**src/rtl/trash_pkg.sv**
```systemverilog
// Shared definitions for the trash CPU program store and its debug readback engine.
// Enabling READBACK_CHECKSUM_EN adds the SUM state to the readback state enum.
package trash_pkg;

  localparam int PROG_WORDS  = 8;
  localparam int PROG_ADDR_W = 3;
  localparam int PROG_WORD_W = 15;

  // Set in the first byte of every streamed word so a consumer can resync.
  localparam logic HDR_MARK = 1'b1;

  typedef enum logic [2:0] {
    RB_IDLE,
    RB_HI,
    RB_LO,
`ifdef READBACK_CHECKSUM_EN
    RB_SUM,
`endif
    RB_FIN
  } rb_state_e;

  function automatic logic [7:0] hi_byte(input logic [14:0] word);
    return {HDR_MARK, word[14:8]};
  endfunction

  function automatic logic [7:0] lo_byte(input logic [14:0] word);
    return word[7:0];
  endfunction

endpackage

```
**src/rtl/program_readback.sv**
```systemverilog
// Debug readback: snapshots the program store on start and streams each word as a
// {mark, hi7} / lo8 byte pair over valid/ready. READBACK_CHECKSUM_EN appends an XOR byte.
module program_readback
  import trash_pkg::*;
#(
  parameter int WORDS  = PROG_WORDS,
  parameter int ADDR_W = PROG_ADDR_W,
  parameter int WORD_W = PROG_WORD_W
) (
  input  logic                    clk,
  input  logic                    reset,
  input  logic                    start,
  input  logic [WORDS*WORD_W-1:0] prog_mem,
  output logic [7:0]              out_data,
  output logic                    out_valid,
  input  logic                    out_ready,
  output logic                    busy,
  output logic                    done
);

  rb_state_e               state_q;
  logic [WORDS*WORD_W-1:0] snap_q;
  logic [ADDR_W-1:0]       idx_q;
  logic [7:0]              out_data_q;
  logic                    out_valid_q;
  logic                    busy_q;
  logic                    done_q;
`ifdef READBACK_CHECKSUM_EN
  logic [7:0]              acc_q;
`endif

  logic              hs;
  logic [ADDR_W-1:0] idx_next;
  logic [14:0]       first_word;
  logic [14:0]       cur_word;
  logic [14:0]       next_word;

  assign hs         = out_valid_q && out_ready;
  assign idx_next   = idx_q + ADDR_W'(1);
  // Word 0 comes straight from the live memory so the first byte is ready one cycle after start.
  assign first_word = 15'(prog_mem[WORD_W-1:0]);
  assign cur_word   = 15'(snap_q[idx_q*WORD_W +: WORD_W]);
  assign next_word  = 15'(snap_q[idx_next*WORD_W +: WORD_W]);

  always_ff @(posedge clk) begin
    if (reset) begin
      state_q     <= RB_IDLE;
      idx_q       <= '0;
      out_data_q  <= '0;
      out_valid_q <= 1'b0;
      busy_q      <= 1'b0;
      done_q      <= 1'b0;
`ifdef READBACK_CHECKSUM_EN
      acc_q       <= '0;
`endif
    end else begin
      done_q <= 1'b0;
      unique case (state_q)
        RB_IDLE: begin
          if (start) begin
            snap_q      <= prog_mem;
            idx_q       <= '0;
            state_q     <= RB_HI;
            busy_q      <= 1'b1;
            out_valid_q <= 1'b1;
            out_data_q  <= hi_byte(first_word);
`ifdef READBACK_CHECKSUM_EN
            acc_q       <= '0;
`endif
          end
        end
        RB_HI: begin
          if (hs) begin
`ifdef READBACK_CHECKSUM_EN
            acc_q      <= acc_q ^ out_data_q;
`endif
            out_data_q <= lo_byte(cur_word);
            state_q    <= RB_LO;
          end
        end
        RB_LO: begin
          if (hs) begin
`ifdef READBACK_CHECKSUM_EN
            acc_q <= acc_q ^ out_data_q;
`endif
            if (idx_q == ADDR_W'(WORDS - 1)) begin
`ifdef READBACK_CHECKSUM_EN
              // The checksum byte covers every byte emitted, including this last LO byte.
              out_data_q  <= acc_q ^ out_data_q;
              state_q     <= RB_SUM;
`else
              out_valid_q <= 1'b0;
              busy_q      <= 1'b0;
              done_q      <= 1'b1;
              state_q     <= RB_FIN;
`endif
            end else begin
              idx_q      <= idx_next;
              out_data_q <= hi_byte(next_word);
              state_q    <= RB_HI;
            end
          end
        end
`ifdef READBACK_CHECKSUM_EN
        RB_SUM: begin
          if (hs) begin
            out_valid_q <= 1'b0;
            busy_q      <= 1'b0;
            done_q      <= 1'b1;
            state_q     <= RB_FIN;
          end
        end
`endif
        RB_FIN: begin
          state_q <= RB_IDLE;
        end
        default: begin
          state_q <= RB_IDLE;
        end
      endcase
    end
  end

  assign out_data  = out_data_q;
  assign out_valid = out_valid_q;
  assign busy      = busy_q;
  assign done      = done_q;

endmodule

```
**config.mk**
```make
export PLATFORM = sky130hd
export DESIGN_NAME = program_readback
export DESIGN_NICKNAME = d
export VERILOG_FILES = /design/src/rtl/trash_pkg.sv /design/src/rtl/program_readback.sv
export SDC_FILE = /design/constraint.sdc
export NUM_CORES = 1
export LEC_CHECK = 0
export BUFFER_PORTS_ARGS = -buffer_cell sky130_fd_sc_hd__buf_2
export CELL_PAD_IN_SITES_DETAIL_PLACEMENT = 1
export CELL_PAD_IN_SITES_GLOBAL_PLACEMENT = 2
export CORE_ASPECT_RATIO = 0.75
export CORE_UTILIZATION = 39
export CTS_BUF_LIST = sky130_fd_sc_hd__clkbuf_8
export DETAILED_ROUTE_END_ITERATION = 10
export GPL_TIMING_DRIVEN = 0
export PLACE_DENSITY = 0.92
export SYNTH_ARGS = -nofsm -noshare
export SYNTH_HDL_FRONTEND = slang
export SYNTH_SLANG_ARGS = --single-unit
```
**constraint.sdc**
```tcl
create_clock -name clk -period 9.83 [get_ports clk]
set_clock_uncertainty 0.2 [all_clocks]
set_input_delay 1.4745 -clock clk [delete_from_list [all_inputs] [get_ports clk]]
set_output_delay 1.4745 -clock clk [all_outputs]
set_load 0.005 [all_outputs]
```
==> metrics.md <==
| Metric | Value |
|---|---|
| Post-synth EDFFs | 120 |
| Count leader, synth | edfxtp_1 |
| Clock latency on the worst-skew pair | 0.45 ns |
| Post-synth ARST share | 0 |
| Placement Setup Slack | 6.21 ns |
| Clock Tree Root | clkbuf_8 |
| Top post-synthesis cells by area | edfxtp_1 65%, mux4_1 6.1%, dfxtp_1 5.4% |
| Drt drc | 0 |
| CTS tree | done |
| Final Non-Filler Cells | 646 |
| Fmax | 320 MHz |
| Final count of pins violating max slew | 0 |
| Worst Path Required | 9.78 ns |
| Worst Hold Class | register to register |
| DP HPWL | 9.15 mm |
| Htree depth | 4 |
| Unique masters post-synth | 37 |
| Synth area leader | edfxtp_1 |
| IO Count | 135 |
| Clock Tree Buf Depth | 2 |
| Largest net degree at the start of global routing | 40 |
| P_leak | 0.00254 uW |
| Worst VDD drop | 112 uV |
| Vias in the first global route | 3626 |
| Antenna viol nets, final | 0 |
| Finish-stage setup viols | 0 |
| Nets | 589 |
| Hold Violations, Final | 0 |
| Post-CTS Setup Repair Bufs | 0 |
| Number of cells upsized or downsized after cts | 0 |
| Synth Net Count | 433 |
| Worst EP arrival | 3.08 ns |
| Post-synth top flop | edfxtp_1 |
| Syn-to-layout area delta | 24.3% |
| Rows | 37 |
| Clock-pin slew on the worst setup and hold paths | 0.08 ns |
| DRT iter0 DRCs | 208 |
| Die X | 140 um |
| CTS buffer count | 17 |
| Met3 GRT Util | 0.0577 |
| FF/Latch Area | 0.00390 mm2 |
| Die H | 105 um |
| Buf+Inv Stages, Crit Path | 4 |
| Status | finished, final reports clean |
| Slew Limit Headroom | 0.512 |
| Die area | 0.0147 mm2 |
| CTS Sinks | 135 |
| Layout cells sized above 1 | 0.437 |
| Crit end category | register |
| Hold_buf cts | 0 |
| Crit path cell chain | buf_2 -> clkbuf_1 -> nor2_4 -> buf_12 -> buf_12 |
| Wire per inst | 19.7 um |
| Starting Density | 0.403 |
| Placed cells | 614 |
| CP startpoint kind | input pin |
| Total congestion overflow | 0 |
| Slowest CP cell | nor2_4 |
| Pre-antenna DRT Iters | 4 |
| Hold_ws | 0.302 ns |
| IO buf count | 134 |
| Gr busiest metal | met2 |
| Setup TNS | 0 ns |
| Filler Cell Count | 1392 |
| Post-Synthesis Cells | 302 |
| First-pass GRT wire length | 19.8 mm |
| PD cells | 226 mW/mm2 |
| FF+latch count, synth | 135 |
| Antenna diodes | 0 |
| Routed WL | 12.7 mm |
| Crit-path max cell delay | 0.59 ns |
| Yosys top cell area share | 0.648 |
| Synth warn | 0 |
| Worst path most repeated cell | buf_12 |
| Vias | 3292 |
| Worst Path Max Fanout | 39 |
| Initial antenna violation count | 0 |
| Crit-path leading delay family | buffers and inverters |
| Fin crit share | 0.318 |
| Worst setup margin | 6.70 ns |
| Synthesized area | 0.00556 mm2 |
| Final core occ | 0.501 |
| Max-cap violations | 0 |
| Worst Tran Pin Value | 0.728 ns |
| Met1 Track Usage GR | 0.240 |
| Routability Congestion | 0.798 |
| Synthesized area per cell | 18.4 um2 |
| Setup Crit Path Kind | input pin to register |
| Via-per-instance ratio | 5.10 |
| Multi-input logic area | 0.00149 mm2 |
| Most frequent cells after synthesis | 120 x edfxtp_1, 22 x nand2_1, 15 x dfxtp_1, 15 x mux2i_1, 14 x a221oi_1 |
| Core area | 0.0138 mm2 |
| Total track usage | 0.185 |
| Sequential fraction of the synthesis area | 0.702 |
| Met2 usage | 0.288 |
| Crit path time final | 3.13 ns |
| RSZ-0062 raised after global routing | no |
==> routing by layer <==
layer / up-vias / part of all wire
met5: - / 0
li1: 1544 / -
met4: 0 / 0.016
met3: 15 / 0.056
met2: 112 / 0.47
met1: 1621 / 0.46
==> kinds of logic after synthesis <==
family | share of synthesized area
buf+inv | 0.0320
compound gates | 0.0518
mux | 0.145
simple gates | 0.0531
fa+ha+maj | 0.0158
flops | 0.702
==> sequential cells by signal, summed over array words and instances, names as in the netlist <==
register and count:
snap_q 120, out_data 8, idx_q 3, state_q 2, busy 1, done 1
==> layout by cell type, fill, tap and decap left out, types with 5 or more instances in the layout <==
| cell type | synthesis | layout |
|---|---|---|
| a21oi_1 | 6 | 6 |
| a221oi_1 | 14 | 14 |
| buf_2 | 2 | 136 |
| clkbuf_8 | 4 | 21 |
| dfxtp_1 | 15 | 15 |
| edfxtp_1 | 120 | 120 |
| ha_1 | 7 | 7 |
| mux2_2 | 8 | 8 |
| mux2i_1 | 15 | 15 |
| mux4_1 | 13 | 13 |
| mux4_2 | 10 | 10 |
| nand2_1 | 22 | 22 |
| nand2b_1 | 7 | 7 |
| nand3_1 | 6 | 6 |
| nand4_1 | 5 | 5 |
| o21bai_1 | 7 | 7 |
==> worst register-to-register path, cell delays in order (launching register included) <==
cell and delay, ns:
dfxtp_1 0.39, ha_1 0.32, buf_6 0.15, buf_8 0.17, mux4_2 0.51, mux2_2 0.28
a221oi_1 0.27, a221oi_1 0.12
==> layout make-up <==
cell class | instances | share of cell area
inverters | 4 | 0.00217
well taps | 175 | 0.0317
multi-input cells | 146 | 0.215
flip-flops and latches | 135 | 0.565
plain buffers | 17 | 0.0235
clock inverters | 15 | 0.0234
repair buffers | 137 | 0.106
clock buffers | 17 | 0.0339
==> path summary, 6_finish.rpt <==
path | start | to | slack (ns) | cells after the start
worst max register to register | idx_q[1] | out_data[5] | 7.31 | 7
worst min-delay path | out_data[1] | out_data[1] | 0.30 | 2
worst max-delay path | reset | snap_q[80] | 6.70 | 5
worst min register to register | out_data[1] | out_data[1] | 0.30 | 2
==> through the flow <==
| stage | area (um2) | power (uW) |
|---|---|---|
| finish | 6910 | 1560 |
| global route | 6910 | 1640 |
| CTS | 6910 | 1580 |
| detailed placement | 6520 | 1120 |
| global placement | 6450 | 1100 |
| floorplan | 5560 | 993 |
==> power by group <==
group / internal, uW / total [uW] / switching [uW]
logic: 159 / 350 / 192
clock network: 210 / 462 / 252
registers: 717 / 750 / 32.6
(Power assumes the default switching activity.)
